==> src/rtl/fifo_wr_arbiter.sv <==
// Round-robin, packet-aware arbiter sharing one FIFO write port between P_NUM_REQ
// valid/ready requesters; each output beat is tagged with its source ID.
module fifo_wr_arbiter #(
    parameter int unsigned  P_NUM_REQ   = 4,
    parameter int unsigned  P_WIDTH     = 8,
    parameter int unsigned  P_MAX_BURST = 16,
    localparam int unsigned P_ID_BITS   = (P_NUM_REQ > 1) ? $clog2(P_NUM_REQ) : 1
) (
    input  logic                           clk,
    input  logic                           rst,
    input  logic [P_NUM_REQ*P_WIDTH-1:0]   req_data,
    input  logic [P_NUM_REQ-1:0]           req_vld,
    input  logic [P_NUM_REQ-1:0]           req_last,
    output logic [P_NUM_REQ-1:0]           req_rdy,
    output logic [P_WIDTH-1:0]             out_data,
    output logic [P_ID_BITS-1:0]           out_id,
    output logic                           out_last,
    output logic                           out_vld,
    input  logic                           out_rdy,
    output logic [P_NUM_REQ-1:0]           grant,
    output logic                           busy
);

    localparam int unsigned CNT_W = $clog2(P_MAX_BURST) + 1;

    typedef enum logic {
        S_IDLE  = 1'b0,
        S_BURST = 1'b1
    } state_e;

    state_e                 state_q;
    logic [P_NUM_REQ-1:0]   grant_q;
    logic [P_ID_BITS-1:0]   id_q;
    logic [P_ID_BITS-1:0]   ptr_q;
    logic [CNT_W-1:0]       cnt_q;

    logic [2*P_NUM_REQ-1:0] vld_dbl_c;
    logic [P_NUM_REQ-1:0]   vld_rot_c;
    logic                   pick_vld_c;
    logic [P_ID_BITS-1:0]   pick_id_c;
    logic [P_NUM_REQ-1:0]   pick_oh_c;
    logic [P_ID_BITS-1:0]   ptr_next_c;
    logic                   sel_last_c;
    logic                   cut_c;
    logic                   hs_c;

    // Rotate the valid vector so the search always starts at ptr_q; lowest set bit wins.
    always_comb begin
        vld_dbl_c  = {req_vld, req_vld} >> ptr_q;
        vld_rot_c  = vld_dbl_c[P_NUM_REQ-1:0];
        pick_vld_c = |req_vld;
        pick_id_c  = '0;
        for (int j = int'(P_NUM_REQ) - 1; j >= 0; j--) begin
            if (vld_rot_c[j]) begin
                if (32'(ptr_q) + 32'(j) >= P_NUM_REQ) begin
                    pick_id_c = P_ID_BITS'(32'(ptr_q) + 32'(j) - P_NUM_REQ);
                end else begin
                    pick_id_c = P_ID_BITS'(32'(ptr_q) + 32'(j));
                end
            end
        end
        pick_oh_c = '0;
        for (int unsigned i = 0; i < P_NUM_REQ; i++) begin
            pick_oh_c[i] = (32'(pick_id_c) == i);
        end
    end

    // Data/handshake passthrough from the granted requester, muxed by the one-hot grant.
    always_comb begin
        out_vld    = 1'b0;
        out_data   = '0;
        req_rdy    = '0;
        sel_last_c = 1'b0;
        for (int unsigned i = 0; i < P_NUM_REQ; i++) begin
            if (grant_q[i]) begin
                out_vld    = out_vld | req_vld[i];
                out_data   = out_data | req_data[i*P_WIDTH +: P_WIDTH];
                req_rdy[i] = out_rdy;
                sel_last_c = sel_last_c | req_last[i];
            end
        end
        cut_c    = (cnt_q == CNT_W'(P_MAX_BURST - 1));
        out_last = out_vld & (sel_last_c | cut_c);
        hs_c     = out_vld & out_rdy;
    end

    assign ptr_next_c = (id_q == P_ID_BITS'(P_NUM_REQ - 1)) ? '0 : id_q + 1'b1;
    assign out_id     = id_q;
    assign grant      = grant_q;
    assign busy       = (state_q == S_BURST);

    // Grant lock for the whole packet; pointer advances past the winner when it ends.
    always_ff @(posedge clk) begin
        if (rst) begin
            state_q <= S_IDLE;
            grant_q <= '0;
            id_q    <= '0;
            ptr_q   <= '0;
            cnt_q   <= '0;
        end else begin
            case (state_q)
                S_IDLE: begin
                    if (pick_vld_c) begin
                        state_q <= S_BURST;
                        grant_q <= pick_oh_c;
                        id_q    <= pick_id_c;
                        cnt_q   <= '0;
                    end
                end
                S_BURST: begin
                    if (hs_c) begin
                        if (out_last) begin
                            state_q <= S_IDLE;
                            grant_q <= '0;
                            id_q    <= '0;
                            ptr_q   <= ptr_next_c;
                            cnt_q   <= '0;
                        end else begin
                            cnt_q <= cnt_q + 1'b1;
                        end
                    end
                end
            endcase
        end
    end

endmodule

==> config.mk <==
export PLATFORM = sky130hd
export DESIGN_NAME = fifo_wr_arbiter
export DESIGN_NICKNAME = d
export VERILOG_FILES = /design/src/rtl/fifo_wr_arbiter.sv
export SDC_FILE = /design/constraint.sdc
export NUM_CORES = 1
export LEC_CHECK = 0
export ABC_AREA = 1
export ABC_CLOCK_PERIOD_IN_PS = 2900
export CORE_MARGIN = 1
export CORE_UTILIZATION = 43
export DETAILED_ROUTE_END_ITERATION = 12
export GPL_ROUTABILITY_DRIVEN = 0
export GPL_TIMING_DRIVEN = 0
export PLACE_DENSITY = 0.86
export SLEW_MARGIN = 25
export SYNTH_ARGS = -nofsm -noshare
export SYNTH_HDL_FRONTEND = slang
export SYNTH_SLANG_ARGS = --single-unit
==> constraint.sdc <==
create_clock -name clk -period 2.9 [get_ports clk]
set_input_delay 0.435 -clock clk [delete_from_list [all_inputs] [get_ports clk]]
set_output_delay 0.435 -clock clk [all_outputs]
set_load 0.05 [all_outputs]
== Word-level counts from Yosys, hierarchy flattened ==
Index checks and enable logic that the tools add are counted.
Word-level totals
  input bits: 43
  flip-flop bits (word level): 14
  logic and storage cells: 86
Operators by class
  magnitude comparators: 4
  shift operators: 1
  eq/ne operators: 8
  multiplexer cells: 41
  add/sub/neg operators: 9
  bitwise operators: 13
  reduce and logical (&&, ||, !) cells: 5
Operator list (count)
  8-bit 2-to-1 mux: 4
  2-bit 2-to-1 mux: 12
  8-bit OR: 3
  1-bit 2-to-1 mux: 15
  5-bit 2-to-1 mux: 3
  4-bit 2-to-1 mux: 3
  5-bit case mux with 2 select lines: 1
  3-bit >= comparator, second input constant: 3
  4-bit case mux with 2 select lines: 1
  8-bit by 2-bit >> shifter with 4-bit output: 1
  2-bit by 1-bit subtractor with 2-bit output, second input constant: 4
  1-bit OR: 7
  2-bit by 2-bit adder with 3-bit output, second input constant: 2
  2-bit equality test, second input constant: 3
  3-bit AND reduction: 2
  5-bit by 1-bit adder with 5-bit output, second input constant: 1
  5-bit by 4-bit equality test with 1-bit output, second input constant: 1
  2-bit != test, second input constant: 2
  2-bit case mux with 2 select lines: 1
  4-bit OR reduction: 1
  2-bit by 1-bit adder with 3-bit output, second input constant: 1
  2-bit by 3-bit >= comparator with 1-bit output, second input constant: 1
  2-bit by 1-bit adder with 2-bit output, second input constant: 1
  1-bit bitwise AND: 2
  other kinds (6): 6

== Logic depth before layout (Yosys ltp) ==
  depth in word-level cells: 12
  gate-level depth with buffers: 12
  mapped depth without buffers: 11

== Worst setup path after synthesis ==
Ideal clock, no wire load.
  kind: register -> output
  start point: register grant_q[0], in the netlist grant[0]
  end point: output port out_last
  required time: 2465 ps
  stages on the path, launching flop included: 5
  buffers on the path: 0
  data arrival time: 1738 ps
  slack: 727 ps
  cells stage by stage: dfxtp_1 > inv_1 > o21ai_1 > nor2_4 > nor2_1
Between the ends
  word-level cells in the longest chain between the ends: 9
RTL lines
  from (decl): RTL line 32  | logic [P_NUM_REQ-1:0] grant_q;
  from (signal assigned): RTL line 105  | grant_q <= pick_oh_c;
  1-bit 2-to-1 mux: RTL line 75  | if (grant_q[i]) begin
  1-bit OR: RTL line 79  | sel_last_c = sel_last_c | req_last[i];
  1-bit 2-to-1 mux: RTL line 75
  1-bit OR: RTL line 79
  1-bit 2-to-1 mux: RTL line 75
  1-bit OR: RTL line 79
  1-bit 2-to-1 mux: RTL line 75
  1-bit OR: RTL line 83  | out_last = out_vld & (sel_last_c | cut_c);
  1-bit bitwise AND *: RTL line 83
  to (decl): RTL line 17  | output logic out_last,
Mark *: on every way between the ends. The rest lies on a longest branch, timed or not.

== Final worst setup path ==
  start point: input port req_vld[3]
  end point: output port out_last
Between the ends
  word-level cells in the longest chain between the ends: 3
RTL lines
  from (decl): RTL line 12  | input logic [P_NUM_REQ-1:0] req_vld,
  1-bit OR: RTL line 76  | out_vld = out_vld | req_vld[i];
  1-bit 2-to-1 mux: RTL line 75
  1-bit bitwise AND: RTL line 83
Every way passes these cells.

==> key figures <==
Timing
  • Final worst path period need: 2704 ps
  • Total negative slack for setup checks: 0 ps
  • Slew Limit Headroom: 0.6545
  • Pin slew with the least headroom to its limit: 516.6 ps
  • Worst clock skew on the final layout: around 0.47 ps
  • Period utilisation layout: 0.9323
  • Fmax: 0.3699 GHz
  • Hold Fails Final Rpt: 0
  • Final setup violation count: 0
  • RSZ-0062 raised after global routing: false
  • Slew Viols, Final: 0

Power and ir drop
  • Power per cell area: 319.6 nW/um^2
  • Net switching fraction of the power: 0.3684
  • Internal power: just under 0.4 mW
  • IR Drop Worst-Case VDD: approximately 270 uV
  • Portion of total power attributed to sequential cells: 0.331
  • Part of the total power dissipated in combinational logic: 0.443
  • Psw: 0.2281 mW
  • Leakage power figure: 0.8642 nW
  • Clk pwr share: 0.227

Clock tree
  • Source-to-sink clock delay at the later pin of the worst-skew pair: 280 ps
  • Max clock buf depth: 2
  • Hold-fix buffers at CTS: 0
  • Clock tree from TritonCTS: built
  • H-tree depth reported by CTS: 1
  • Post_cts resized: 0
  • Number of clock sinks: 14
  • Number of CTS-inserted buffers: 3
  • Clock transition at the register clock pins on the worst setup and hold paths after CTS: 80 ps
  • CTS root buf: sky130_fd_sc_hd__clkbuf_4
  • Post-CTS Setup Inserts: 0

Finish
  • N_diodes: 0
  • Commonest non-fill, non-tap cell in the layout: sky130_fd_sc_hd__nand2_1
  • Ratio of cells with drive above 1 in the final layout: 0.1278
  • Fraction of the core area covered by cells at the end of the flow: 0.7085
  • Layout Area Growth over Synthesis: 57.32%
  • Nets: 313
  • Most frequent cells in the layout: sky130_fd_sc_hd__nand2_1, sky130_fd_sc_hd__clkdlybuf4s50_1, sky130_fd_sc_hd__inv_1

Floorplanning
  • I/O pin count: 64
  • Placement row count: 19
  • Y dimension of the die: 55.51 um
  • Core area: roughly 2700 sq um
  • Chip width: between 50 and 60 um
  • DIE AREA: 3081 sq um
  • Initial cell density of the core: 0.4503

Synthesis
  • Top cells by area, synth: sky130_fd_sc_hd__dfxtp_1, sky130_fd_sc_hd__nand2_1, sky130_fd_sc_hd__nand3_1, sky130_fd_sc_hd__inv_1, sky130_fd_sc_hd__nand2_2
  • Cell type with the highest aggregate area in the netlist: sky130_fd_sc_hd__dfxtp_1
  • Register area share after synthesis: 0.2276
  • Syn Inst Count: 199
  • Number of flip-flops and latches in the synthesized netlist: 14
  • Yosys warning count: 0
  • Share of Yosys cell area claimed by the top area cell type: 0.2276
  • Post-Synthesis Mean Instance Area: 6.187 sq um
  • Cell area after synthesis: roughly 1200 sq um
  • Number of different library cells in the post-synthesis netlist: 27
  • Nets in the synthesized netlist: approximately 250

Setup path
  • Kind of capture point of the worst setup path: primary output
  • Critical Path AT: 2270 ps
  • Required arrival time at the worst endpoint: around 2500 ps
  • Critical path's slowest cell: sky130_fd_sc_hd__clkdlybuf4s50_1
  • Setup Crit Path Kind: in2out
  • Ordered cell list for the critical path: clkdlybuf4s50_1 > nand2_1 > o21ai_1 > nor2_4 > nor2_1 > clkdlybuf4s50_1
  • Critical path's most frequent cell: sky130_fd_sc_hd__clkdlybuf4s50_1
  • Worst stage delay on the critical path: 800 ps
  • Critical-path maximum fanout: 5
  • Worst Setup Start Kind: primary input

Detailed routing
  • Via count: 1479
  • Mean routed wirelength per cell: between 10 and 15 um
  • Via count normalized by instance count: 4.980
  • First-pass DRT Iterations: 4
  • Post-route antenna net violation count: 0
  • First DRT Iteration DRCs: 95
  • Total detailed-routing wirelength: 3.406 mm
  • Number of DRC violations after detailed routing: 0

Global route
  • Met3 track demand over resource: 0.01874
  • Total global-route track usage: 0.2232
  • Overall overflow remaining after global route: 0
  • Global Route met2 Usage: 0.3838
  • Initial antenna violation count: 0
  • First-pass GRT wire length: 5.637 mm
  • Vias in the first global route: 1296
  • Maximum number of pins on one net before global-route repair: 11
  • Most utilized layer in the global route result: met2
  • Met1 track demand over resource: 0.2974

Worst hold path
  • Classification of the worst-slack hold path: reg2reg

Placement
  • Detailed placement HPWL: 2.713 mm
  • Count of input and output buffers: 63

Outcome
  • Outcome: finished, final reports clean

Flow run
  • Max-cap violations: 0
[through the flow]
step / hold slack, ps / setup slack [ps] / power [mW] / instances / instance area (sq um)
finish: 465.0 / 196.3 / 0.6190 / 297 / 1937
global route: 511.5 / 108.8 / 0.6512 / 297 / 1937
CTS: 468.3 / 201.7 / 0.6223 / 297 / 1937
detailed placement: 454.4 / 212.1 / 0.4819 / 293 / 1901
global placement: 455.4 / 237.6 / 0.4794 / 293 / 1901
floorplan: 443.6 / 727.5 / 0.3653 / 199 / 1231
[final cells by class]
cell class	count	area, sq um
Multi-Input combinational cell	151	798.3
Fill cell	246	797.0
Timing Repair Buffer	63	630.6
Sequential cell	14	280.3
Inverter	27	103.9
Buffer	7	48.80
Tap cell	31	38.79
Clock buffer	4	36.28
[per-layer routing]
metal	vias to the layer above	wire length, um
li1	773	-
met1	668	1615
met2	34	1656
met3	4	105
met4	0	29
met5	-	0
[cells in the mapped netlist]
| master | number |
|---|---|
| sky130_fd_sc_hd__a211oi_1 | 2 |
| sky130_fd_sc_hd__a21oi_1 | 10 |
| sky130_fd_sc_hd__buf_6 | 3 |
| sky130_fd_sc_hd__clkbuf_1 | 4 |
| sky130_fd_sc_hd__dfxtp_1 | 14 |
| sky130_fd_sc_hd__ha_1 | 3 |
| sky130_fd_sc_hd__inv_1 | 22 |
| sky130_fd_sc_hd__inv_2 | 4 |
| sky130_fd_sc_hd__inv_4 | 1 |
| sky130_fd_sc_hd__nand2_1 | 67 |
| sky130_fd_sc_hd__nand2_2 | 9 |
| sky130_fd_sc_hd__nand2_4 | 3 |
| sky130_fd_sc_hd__nand3_1 | 17 |
| sky130_fd_sc_hd__nand3_2 | 4 |
| sky130_fd_sc_hd__nand3_4 | 1 |
| sky130_fd_sc_hd__nand4_1 | 9 |
| sky130_fd_sc_hd__nor2_1 | 12 |
| sky130_fd_sc_hd__nor2_2 | 1 |
| sky130_fd_sc_hd__nor2_4 | 2 |
| sky130_fd_sc_hd__nor3_1 | 1 |
| sky130_fd_sc_hd__nor3_2 | 1 |
| sky130_fd_sc_hd__nor3_4 | 1 |
| sky130_fd_sc_hd__nor4_1 | 1 |
| sky130_fd_sc_hd__o211a_1 | 1 |
| sky130_fd_sc_hd__o21ai_0 | 3 |
| sky130_fd_sc_hd__o21ai_1 | 2 |
| sky130_fd_sc_hd__xnor2_1 | 1 |
[path summary, 6_finish.rpt]
path                            startpoint       end  slack, ps  cells past startpoint
worst max-delay path            req_vld[3]  out_last        200                      6
worst min register to register    cnt_q[4]  cnt_q[4]        470                      2
worst max register to register    cnt_q[0]  grant[0]       1180                     11
worst min-delay path              cnt_q[4]  cnt_q[4]        470                      2
[flip-flops by register name, indices dropped and copies added, names as in the netlist]
register,count
grant,4
ptr_q,2
cnt_q,5
out_id,2
busy,1
[critical path, delay by kind of cell]
family | cells | cell delay (ps)
and+or+nand+nor | 3 | 300
AOI/OAI and AO/OA | 1 | 140
buffers and inverters | 2 | 1390
[kinds of logic after synthesis]
logic type	after synthesis	share of synthesized area
xor+xnor	1	0.007115
flops	14	0.2276
simple gates	129	0.5295
fa+ha+maj	3	0.03049
buf+inv	34	0.1240
compound gates	18	0.08130
[power groups by stage]
stage               registers, mW  clock network, mW  logic (mW)
finish                      0.205              0.140       0.274
global route                0.206              0.155       0.291
CTS                         0.205              0.144       0.274
detailed placement          0.209                  0       0.273
global placement            0.209                  0       0.271
floorplan                   0.226                  0       0.139
(Power assumes the default switching activity.)
